## src/rtl/alu_exec_stage.sv

```systemverilog
// alu_exec_stage: RV32I integer execute stage with a registered EX/MEM
// result slot and a valid/ready handshake on both sides. Add/sub/compare/
// logic ops complete in one cycle; shifts run on an iterative 1-bit/cycle
// shifter and hold off upstream through in_ready until the result is ready.

module alu_exec_stage #(
  parameter int word_width   = 32,
  parameter int alu_op_width = 4
) (
  input  logic                    clk,
  input  logic                    rst,
  input  logic                    flush,
  input  logic                    in_valid,
  output logic                    in_ready,
  input  logic [word_width-1:0]   alu_a,
  input  logic [word_width-1:0]   alu_b,
  input  logic [alu_op_width-1:0] alu_op,
  output logic                    out_valid,
  input  logic                    out_ready,
  output logic [word_width-1:0]   alu_result,
  output logic                    alu_zero
);

  localparam int shamt_width = $clog2(word_width);

  // funct3 encodings (upper three bits of alu_op)
  localparam logic [2:0] f3_add_sub = 3'b000;
  localparam logic [2:0] f3_sll     = 3'b001;
  localparam logic [2:0] f3_slt     = 3'b010;
  localparam logic [2:0] f3_sltu    = 3'b011;
  localparam logic [2:0] f3_xor     = 3'b100;
  localparam logic [2:0] f3_srl_sra = 3'b101;
  localparam logic [2:0] f3_or      = 3'b110;
  localparam logic [2:0] f3_and     = 3'b111;

  typedef enum logic [0:0] {
    IDLE  = 1'b0,
    SHIFT = 1'b1
  } state_t;

  state_t state;
  state_t next_state;

  // Op decode
  logic [2:0]             funct3;
  logic                   alt;
  logic [shamt_width-1:0] shamt;
  logic                   is_shift;

  // Handshake / sequencing controls
  logic accept;
  logic load_direct;
  logic start_shift;
  logic shift_step;
  logic shift_done;

  // Single-cycle result path
  logic [word_width-1:0] direct_result;

  // Iterative shifter state
  logic [word_width-1:0]  acc;
  logic [shamt_width-1:0] cnt;
  logic                   dir_left;
  logic                   arith;

  // One-bit shift step; a right arithmetic step copies the current MSB,
  // which is always the operand's original sign bit.
  function automatic logic [word_width-1:0] shift_one(
    input logic [word_width-1:0] value,
    input logic                  left,
    input logic                  arith_right
  );
    if (left) begin
      return {value[word_width-2:0], 1'b0};
    end
    return {arith_right & value[word_width-1], value[word_width-1:1]};
  endfunction

  assign funct3   = alu_op[alu_op_width-1 -: 3];
  assign alt      = alu_op[0];
  assign shamt    = alu_b[shamt_width-1:0];
  assign is_shift = (funct3 == f3_sll) || (funct3 == f3_srl_sra);

  // Compute the single-cycle result; shift ops only take this path when
  // shamt is zero, where the result is simply alu_a.
  always_comb begin
    // NOTE: every combinational output gets a default first so no path
    // leaves it unassigned and a latch cannot be inferred.
    direct_result = '0;
    case (funct3)
      f3_add_sub: direct_result = alt ? (alu_a - alu_b) : (alu_a + alu_b);
      f3_sll:     direct_result = alu_a;
      f3_slt:     direct_result = {{(word_width-1){1'b0}},
                                   ($signed(alu_a) < $signed(alu_b))};
      f3_sltu:    direct_result = {{(word_width-1){1'b0}}, (alu_a < alu_b)};
      f3_xor:     direct_result = alu_a ^ alu_b;
      f3_srl_sra: direct_result = alu_a;
      f3_or:      direct_result = alu_a | alu_b;
      f3_and:     direct_result = alu_a & alu_b;
      default:    direct_result = '0;
    endcase
  end

  // FSM state register; reset and flush both abandon any shift in progress.
  always_ff @(posedge clk) begin
    // NOTE: sequential state uses non-blocking assignments so every register
    // samples pre-edge values regardless of block evaluation order.
    if (rst || flush) begin
      state <= IDLE;
    end else begin
      state <= next_state;
    end
  end

  // FSM next-state: enter SHIFT on a nonzero-shift accept, leave when done.
  always_comb begin
    next_state = state;
    case (state)
      IDLE:    if (start_shift) next_state = SHIFT;
      SHIFT:   if (shift_done)  next_state = IDLE;
      default: next_state = IDLE;
    endcase
  end

  // FSM outputs: handshake and datapath sequencing strobes.
  always_comb begin
    in_ready    = (state == IDLE) && !flush && (!out_valid || out_ready);
    accept      = in_valid && in_ready;
    load_direct = accept && (!is_shift || (shamt == '0));
    start_shift = accept && is_shift && (shamt != '0);
    shift_step  = (state == SHIFT) && (cnt != '0);
    shift_done  = (state == SHIFT) && (cnt == '0);
  end

  // Output slot and shift counter: written by a direct result or a finished
  // shift, otherwise drained when downstream takes the result.
  always_ff @(posedge clk) begin
    if (rst) begin
      out_valid  <= 1'b0;
      alu_result <= '0;
      alu_zero   <= 1'b1;
      cnt        <= '0;
    end else if (flush) begin
      out_valid <= 1'b0;
      cnt       <= '0;
    end else begin
      if (load_direct) begin
        out_valid  <= 1'b1;
        alu_result <= direct_result;
        alu_zero   <= (direct_result == '0);
      end else if (shift_done) begin
        out_valid  <= 1'b1;
        alu_result <= acc;
        alu_zero   <= (acc == '0);
      end else if (out_valid && out_ready) begin
        out_valid <= 1'b0;
      end

      if (start_shift) begin
        cnt <= shamt - 1'b1;
      end else if (shift_step) begin
        cnt <= cnt - 1'b1;
      end
    end
  end

  // Shifter accumulator: the accept edge already performs the first step,
  // each further SHIFT cycle performs one more.
  always_ff @(posedge clk) begin
    // NOTE: acc/dir_left/arith are pure datapath, only meaningful after a
    // shift start loads them, so they carry no reset.
    if (start_shift) begin
      acc      <= shift_one(alu_a, (funct3 == f3_sll),
                            (funct3 == f3_srl_sra) && alt);
      dir_left <= (funct3 == f3_sll);
      arith    <= (funct3 == f3_srl_sra) && alt;
    end else if (shift_step) begin
      acc <= shift_one(acc, dir_left, arith);
    end
  end

endmodule
```

## config.mk

```make
export PLATFORM = sky130hd
export DESIGN_NAME = alu_exec_stage
export DESIGN_NICKNAME = d
export VERILOG_FILES = /design/src/rtl/alu_exec_stage.sv
export SDC_FILE = /design/constraint.sdc
export NUM_CORES = 1
export LEC_CHECK = 0
export BUFFER_PORTS_ARGS = -buffer_cell sky130_fd_sc_hd__buf_2
export CORE_MARGIN = 2
export CORE_UTILIZATION = 45
export DETAILED_ROUTE_END_ITERATION = 7
export HOLD_SLACK_MARGIN = 0.08
export SKIP_CTS_REPAIR_TIMING = 1
export SYNTH_ARGS = -nofsm -noshare
export SYNTH_HDL_FRONTEND = slang
export SYNTH_SLANG_ARGS = --single-unit
```

## constraint.sdc

```tcl
create_clock -name clk -period 8.3 [get_ports clk]
set_input_delay 0.83 -clock clk [delete_from_list [all_inputs] [get_ports clk]]
set_output_delay 0.83 -clock clk [all_outputs]
set_load 0.01 [all_outputs]
```

Word-level counts from Yosys, hierarchy flattened

Index checks and enable logic that the tools add are counted.

Register bits: 74
Logic and storage cells: 83

Add/subtract/negate cells: 4
Magnitude comparators: 2
Eq/ne operators: 7
Mux-type cells: 25
Bitwise operators: 7
Reductions and logical operators: 30

Operators with widths:

| operator                                             | number |
|---|---|
| 2-to-1 mux 32 bit                                    | 9 |
| case mux 32 bit (7 select lines)                     | 1 |
| zero test 32 bit                                     | 2 |
| less-than comparator 32 bit                          | 2 |
| adder 32 bit                                         | 1 |
| bitwise AND 32 bit                                   | 1 |
| bitwise OR 32 bit                                    | 1 |
| subtractor 32 bit                                    | 1 |
| XOR 32 bit                                           | 1 |
| equality test 3 bit (second input constant)          | 4 |
| 2-to-1 mux 1 bit                                     | 12 |
| logical AND 1 bit                                    | 10 |
| zero test 5 bit                                      | 2 |
| 2-to-1 mux 5 bit                                     | 2 |
| nonzero test 5 bit                                   | 2 |
| subtractor 5 x 1 -> 5 bit (second input constant)    | 2 |
| equality test 3 x 2 -> 1 bit (second input constant) | 2 |
| logical OR 1 bit                                     | 4 |
| nonzero test 2 bit                                   | 2 |
| OR reduction 2 bit                                   | 2 |
| equality test 3 x 1 -> 1 bit (second input constant) | 1 |
| zero test 1 bit                                      | 3 |
| zero test 3 bit                                      | 1 |
| nonzero test 3 bit                                   | 1 |
| other kinds (4)                                      | 6 |

Depth between registers and ports, before layout

Depth after elaboration: 10
Gate-level depth with buffers: 16
Gate-level depth less buffers: 16

Least setup slack after synthesis

OpenSTA, ideal clock, no wires.

Kind: input-to-reg
Start: input alu_b[7]
End: register alu_zero
Setup time: 84 ps
Arrival: 3659 ps
Data required time: 8216 ps
Setup slack: 4556 ps
Stages on the path: 15
Buffers on the path: 1
Path through: inv_1 > ha_1 > clkbuf_4 > o2111ai_1 > a21oi_1 > o211ai_1 > a2111o_1 > a221oi_1 > xnor2_1 > o21ai_0 > nor4bb_1 > nand4_1 > nor4b_2 > nand4_1 > o31ai_2

Longest elaborated chain between the ends: 5
Elaborated cells on any way between the ends: 11

RTL lines:

| item                                                     | RTL line | RTL |
|---|---|---|
| from (decl)                                              | 16       | `input logic [word_width-1:0] alu_b,` |
| adder 32 bit / subtractor 32 bit (equally long branches) | 91       | `f3_add_sub: direct_result = alt ? (alu_a - alu_b) : (alu_a + alu_b);` |
| 2-to-1 mux 32 bit                                        | 91       |  |
| case mux 32 bit (7 select lines) *                       | 90       | `case (funct3)` |
| zero test 32 bit *                                       | 150      | `alu_zero <= (direct_result == '0);` |
| 2-to-1 mux 1 bit *                                       | 147      | `if (load_direct) begin` |
| to (signal assigned)                                     | 150      |  |
| to (signal assigned)                                     | 154      | `alu_zero <= (acc == '0);` |
| to (decl)                                                | 21       | `output logic alu_zero` |

Every way passes the cells marked *; elsewhere a longest branch is shown, timed or not.
A chain may end at the register's enable or synchronous reset.

Final worst setup path

Start: input alu_a[7]
End: register alu_zero

Longest elaborated chain between the ends: 5
Elaborated cells on any way between the ends: 11

RTL lines:

| item                                                     | RTL line | RTL |
|---|---|---|
| from (decl)                                              | 15       | `input logic [word_width-1:0] alu_a,` |
| adder 32 bit / subtractor 32 bit (equally long branches) | 91       |  |
| 2-to-1 mux 32 bit                                        | 91       |  |
| case mux 32 bit (7 select lines) *                       | 90       |  |
| zero test 32 bit *                                       | 150      |  |
| 2-to-1 mux 1 bit *                                       | 147      |  |

Marked as above.

==> flow_summary_export.csv <==
group,metric,value,unit
status,status,"complete, no violations",
drt,vias,9854,
power_and_ir_drop,combPwrFrac,0.398,
logic_synthesis,synth_largest_area_cell,"ha_1",
grt,antenna_found_initial,0,
flow_run,drv_cap,0,
logic_synthesis,ys_types,85,
logic_synthesis,synthArstFlopShare,0,
power_and_ir_drop,vdd_drop_max,0.0952,mV
drt,wl_per_cell,20.0,µm
grt,grt_pass1_vias,8946,
logic_synthesis,synthCells,1305,
logic_synthesis,netlist_top_cells_count,"143 x nand2_1, 136 x a21oi_1, 136 x nor2_1",
critical_path,crit_arrival,4670,ps
timing,setup_viol,0,
power_and_ir_drop,p_sw,0.000484,W
drt,ant_nets,0,
cells_and_area,drive_gt1_frac,0.122,
logic_synthesis,ys_warn_count,0,
critical_path,cp.required,8560,ps
critical_path,path_common_cell,"nand4_1",
critical_path,r2r_start,"out_valid$_SDFFE_PP0P_",
critical_path,worst_setup_path_start_kind,"input port",
timing,max_freq,227,MHz
clocking,clk_pin_slew,60,ps
timing,finalHoldViolCount,0,
clocking,cts_made_buffers,9,
floorplan,start_util,0.459,
critical_path,reg2regPathDepth,10,
logic_synthesis,yosysMostFrequentCell,"nand2_1",
grt,grt_util_all_layers,0.294,
critical_path,timing.rr.end,"alu_zero$_SDFFE_PP1P_",
cells_and_area,nFillCells,2131,
drt,drc_errors,0,
logic_synthesis,synth-seq-area-share,0.195,
grt,grt_pass1_wl,50900,µm
logic_synthesis,synth.area.top_cells,"ha_1 13%, edfxtp_1 11%, dfxtp_1 8.6%",
clocking,clock-sinks,74,
timing,fin_setup_tns,0,ps
cells_and_area,nNetsFinal,1516,
critical_path,crit_path_end,"alu_zero$_SDFFE_PP1P_",
critical_path,cp_cell_sequence,"buf_2 > inv_1 > ha_1 > o2111ai_1 > a21oi_1 > o211ai_1 > a2111o_1 > a221oi_1 > xnor2_1 > o21ai_0 > nor4bb_1 > nand4_1 > nor4b_2 > nand4_1 > o31ai_2",
floorplan,core_area,0.0203,mm²
drt,route.met3.wl,2630,µm
timing,relSlewSlack,0.321,
critical_path,worstSetupPathType,"input port to flop",
drt,totalWireLength,32500,µm
floorplan,die_x,148,µm
power_and_ir_drop,seqPwrFrac,0.317,
cells_and_area,antenna_cells,0,
power_and_ir_drop,power_density,123,mW/mm²
power_and_ir_drop,clockPowerShare,0.284,
critical_path,r2r_slack,5090,ps
critical_path,critical_path.max_stage_delay,500,ps
timing,worst_pin_slew,1020,ps
power_and_ir_drop,leakage,4.27,nW
power_and_ir_drop,p_total,0.00126,W
floorplan,die_h,148,µm
placed_design,gp_congestion,0.976,
logic_synthesis,syn-cell-area,0.00932,mm²
drt,avgViaCountPerCell,6.09,
placed_design,port_buffers,107,
timing,skew,6.18,ps
logic_synthesis,synthesis.nets,1477,
power_and_ir_drop,p_int,0.000772,W
logic_synthesis,synth_edf_count,34,
critical_path,crit_slowest_cell,"ha_1",
floorplan,rows,52,
logic_synthesis,synth_top_area_frac,0.130,
worst_hold_path,hold_path_class,"flop to flop",
drt,dr.pass1.iters,6,
cells_and_area,seqCellArea,0.00182,mm²
drt,wl_met2,13900,µm
logic_synthesis,yosys_most_used_dff,"dfxtp_1",
timing,fin_crit,4410,ps
grt,grt_max_degree,88,
logic_synthesis,synth-seq-cells,74,
clocking,cts_root_buffer,"clkbuf_16",
clocking,cts_max_level,3,
drt,wl_met1,15500,µm
timing,finalCritPeriodShare,0.531,
floorplan,io_pins,108,
placed_design,dp_hpwl,24600,µm
cells_and_area,multi_input_area,0.00675,mm²
critical_path,worst-path-buf-inv,2,
drt,top_layer_used,"met4",
critical_path,crit_family,"compound AO/OA/AOI/OAI gates",
cells_and_area,area_growth,9.13,%
critical_path,startpoint,"alu_a[7]",
clocking,clockBufferDepth,2,
critical_path,cp.depth,15,
power_and_ir_drop,switching_share,0.386,
logic_synthesis,avgSynthCellArea,7.14,µm²
drt,drt_iter0_drc,1259,
critical_path,critPathMaxFanout,12,
clocking,tritoncts,"yes",
floorplan,design.die.area,0.0219,mm²
timing,rsz0062_at_grt,"no",
clocking,clkLatencyLatePin,340,ps
grt,grt_overflow,0,
timing,slew_violations,0,
critical_path,end_kind,"flop",
==> stage by stage <==
step | hold WS, ps | area, µm² | std cells | worst slack, ps | util
after CTS | 453 | 10200 | 1619 | 3950 | 0.501
after global routing | 477 | 10200 | 1619 | 3680 | 0.501
after detailed placement | 447 | 9910 | 1603 | 3620 | 0.488
after floorplan | 441 | 9320 | 1305 | 4560 | -
final | 451 | 10200 | 1619 | 3890 | 0.501
after global placement | 436 | 9910 | 1603 | 3630 | 0.488
==> power groups by stage <==
stage / registers [W] / logic, W / clock network (W)
after floorplan: 0.000407 / 0.000338 / 0
after global placement: 0.000406 / 0.000487 / 0
after detailed placement: 0.000406 / 0.000486 / 0
after CTS: 0.000398 / 0.000488 / 0.000360
after global routing: 0.000399 / 0.000548 / 0.000374
final: 0.000398 / 0.000500 / 0.000357
==> layer usage <==
metal / vias up / GRT usage
met4: 0 / 0.0619
met5: - / 0
met2: 418 / 0.442
met1: 4614 / 0.447
met3: 35 / 0.0423
li1: 4787 / -
==> kinds of logic (layout without fill, tap and decap cells) <==
family,Yosys count,count (layout),share of synthesized area
buffers and inverters,191,235,0.0820
and+or+nand+nor,446,446,0.224
xor gates and xnor gates,27,27,0.0254
muxes,16,16,0.0174
AOI/OAI and AO/OA,452,452,0.321
adders and majority gates,99,99,0.134
DFF,74,74,0.195
==> sequential cells by signal, summed over array words and instances, names as in the netlist <==
register,cells
acc,32
alu_result,32
alu_zero,1
arith,1
cnt,5
dir_left,1
out_valid,1
state,1
==> worst min-delay path, stage by stage (launching register included) <==
cell	delay, ps
dfxtp_1	300
nand2_1	50
a21oi_1	50
==> area by class of cell <==
type | instances | area share
Clock buffer | 13 | 0.0246
Clock inverter | 3 | 0.00148
Inverter | 100 | 0.0369
Multi-Input combinational cell | 1040 | 0.663
Sequential cell | 74 | 0.179
Tap cell | 270 | 0.0332
Timing Repair Buffer | 119 | 0.0615
==> cell usage in the layout (no fill, tap or decap), types with 12 or more instances in the layout <==
cell type,netlist,layout
a21o_1,13,12
nor2b_1,40,39
nand3_1,20,20
nor2_1,136,135
mux2i_1,14,14
nand2b_1,17,17
ha_1,97,97
a31oi_1,39,39
nand2_1,143,143
a22oi_1,21,21
nor3_1,19,19
inv_1,99,99
dfxtp_1,40,40
nor4_1,20,20
a211oi_1,56,56
buf_4,2,12
xnor2_1,22,22
o21ai_0,66,66
nand4_1,16,16
buf_2,17,107
edfxtp_1,34,34
a21oi_1,136,136
==> worst min-delay path by stage <==
stage | startpoint | end | cells after the start
6_report | alu_result[30]$_SDFFE_PP0P_ | alu_result[30]$_SDFFE_PP0P_ | 2
4_1_cts | alu_result[7]$_SDFFE_PP0P_ | alu_result[7]$_SDFFE_PP0P_ | 2
5_1_grt | alu_result[30]$_SDFFE_PP0P_ | alu_result[30]$_SDFFE_PP0P_ | 2
2_1_floorplan | cnt[0]$_SDFFE_PP0P_ | cnt[0]$_SDFFE_PP0P_ | 2
3_3_place_gp | alu_result[25]$_SDFFE_PP0P_ | alu_result[25]$_SDFFE_PP0P_ | 2
3_5_place_dp | alu_result[30]$_SDFFE_PP0P_ | alu_result[30]$_SDFFE_PP0P_ | 2
Power figures use the tool's default switching activity.
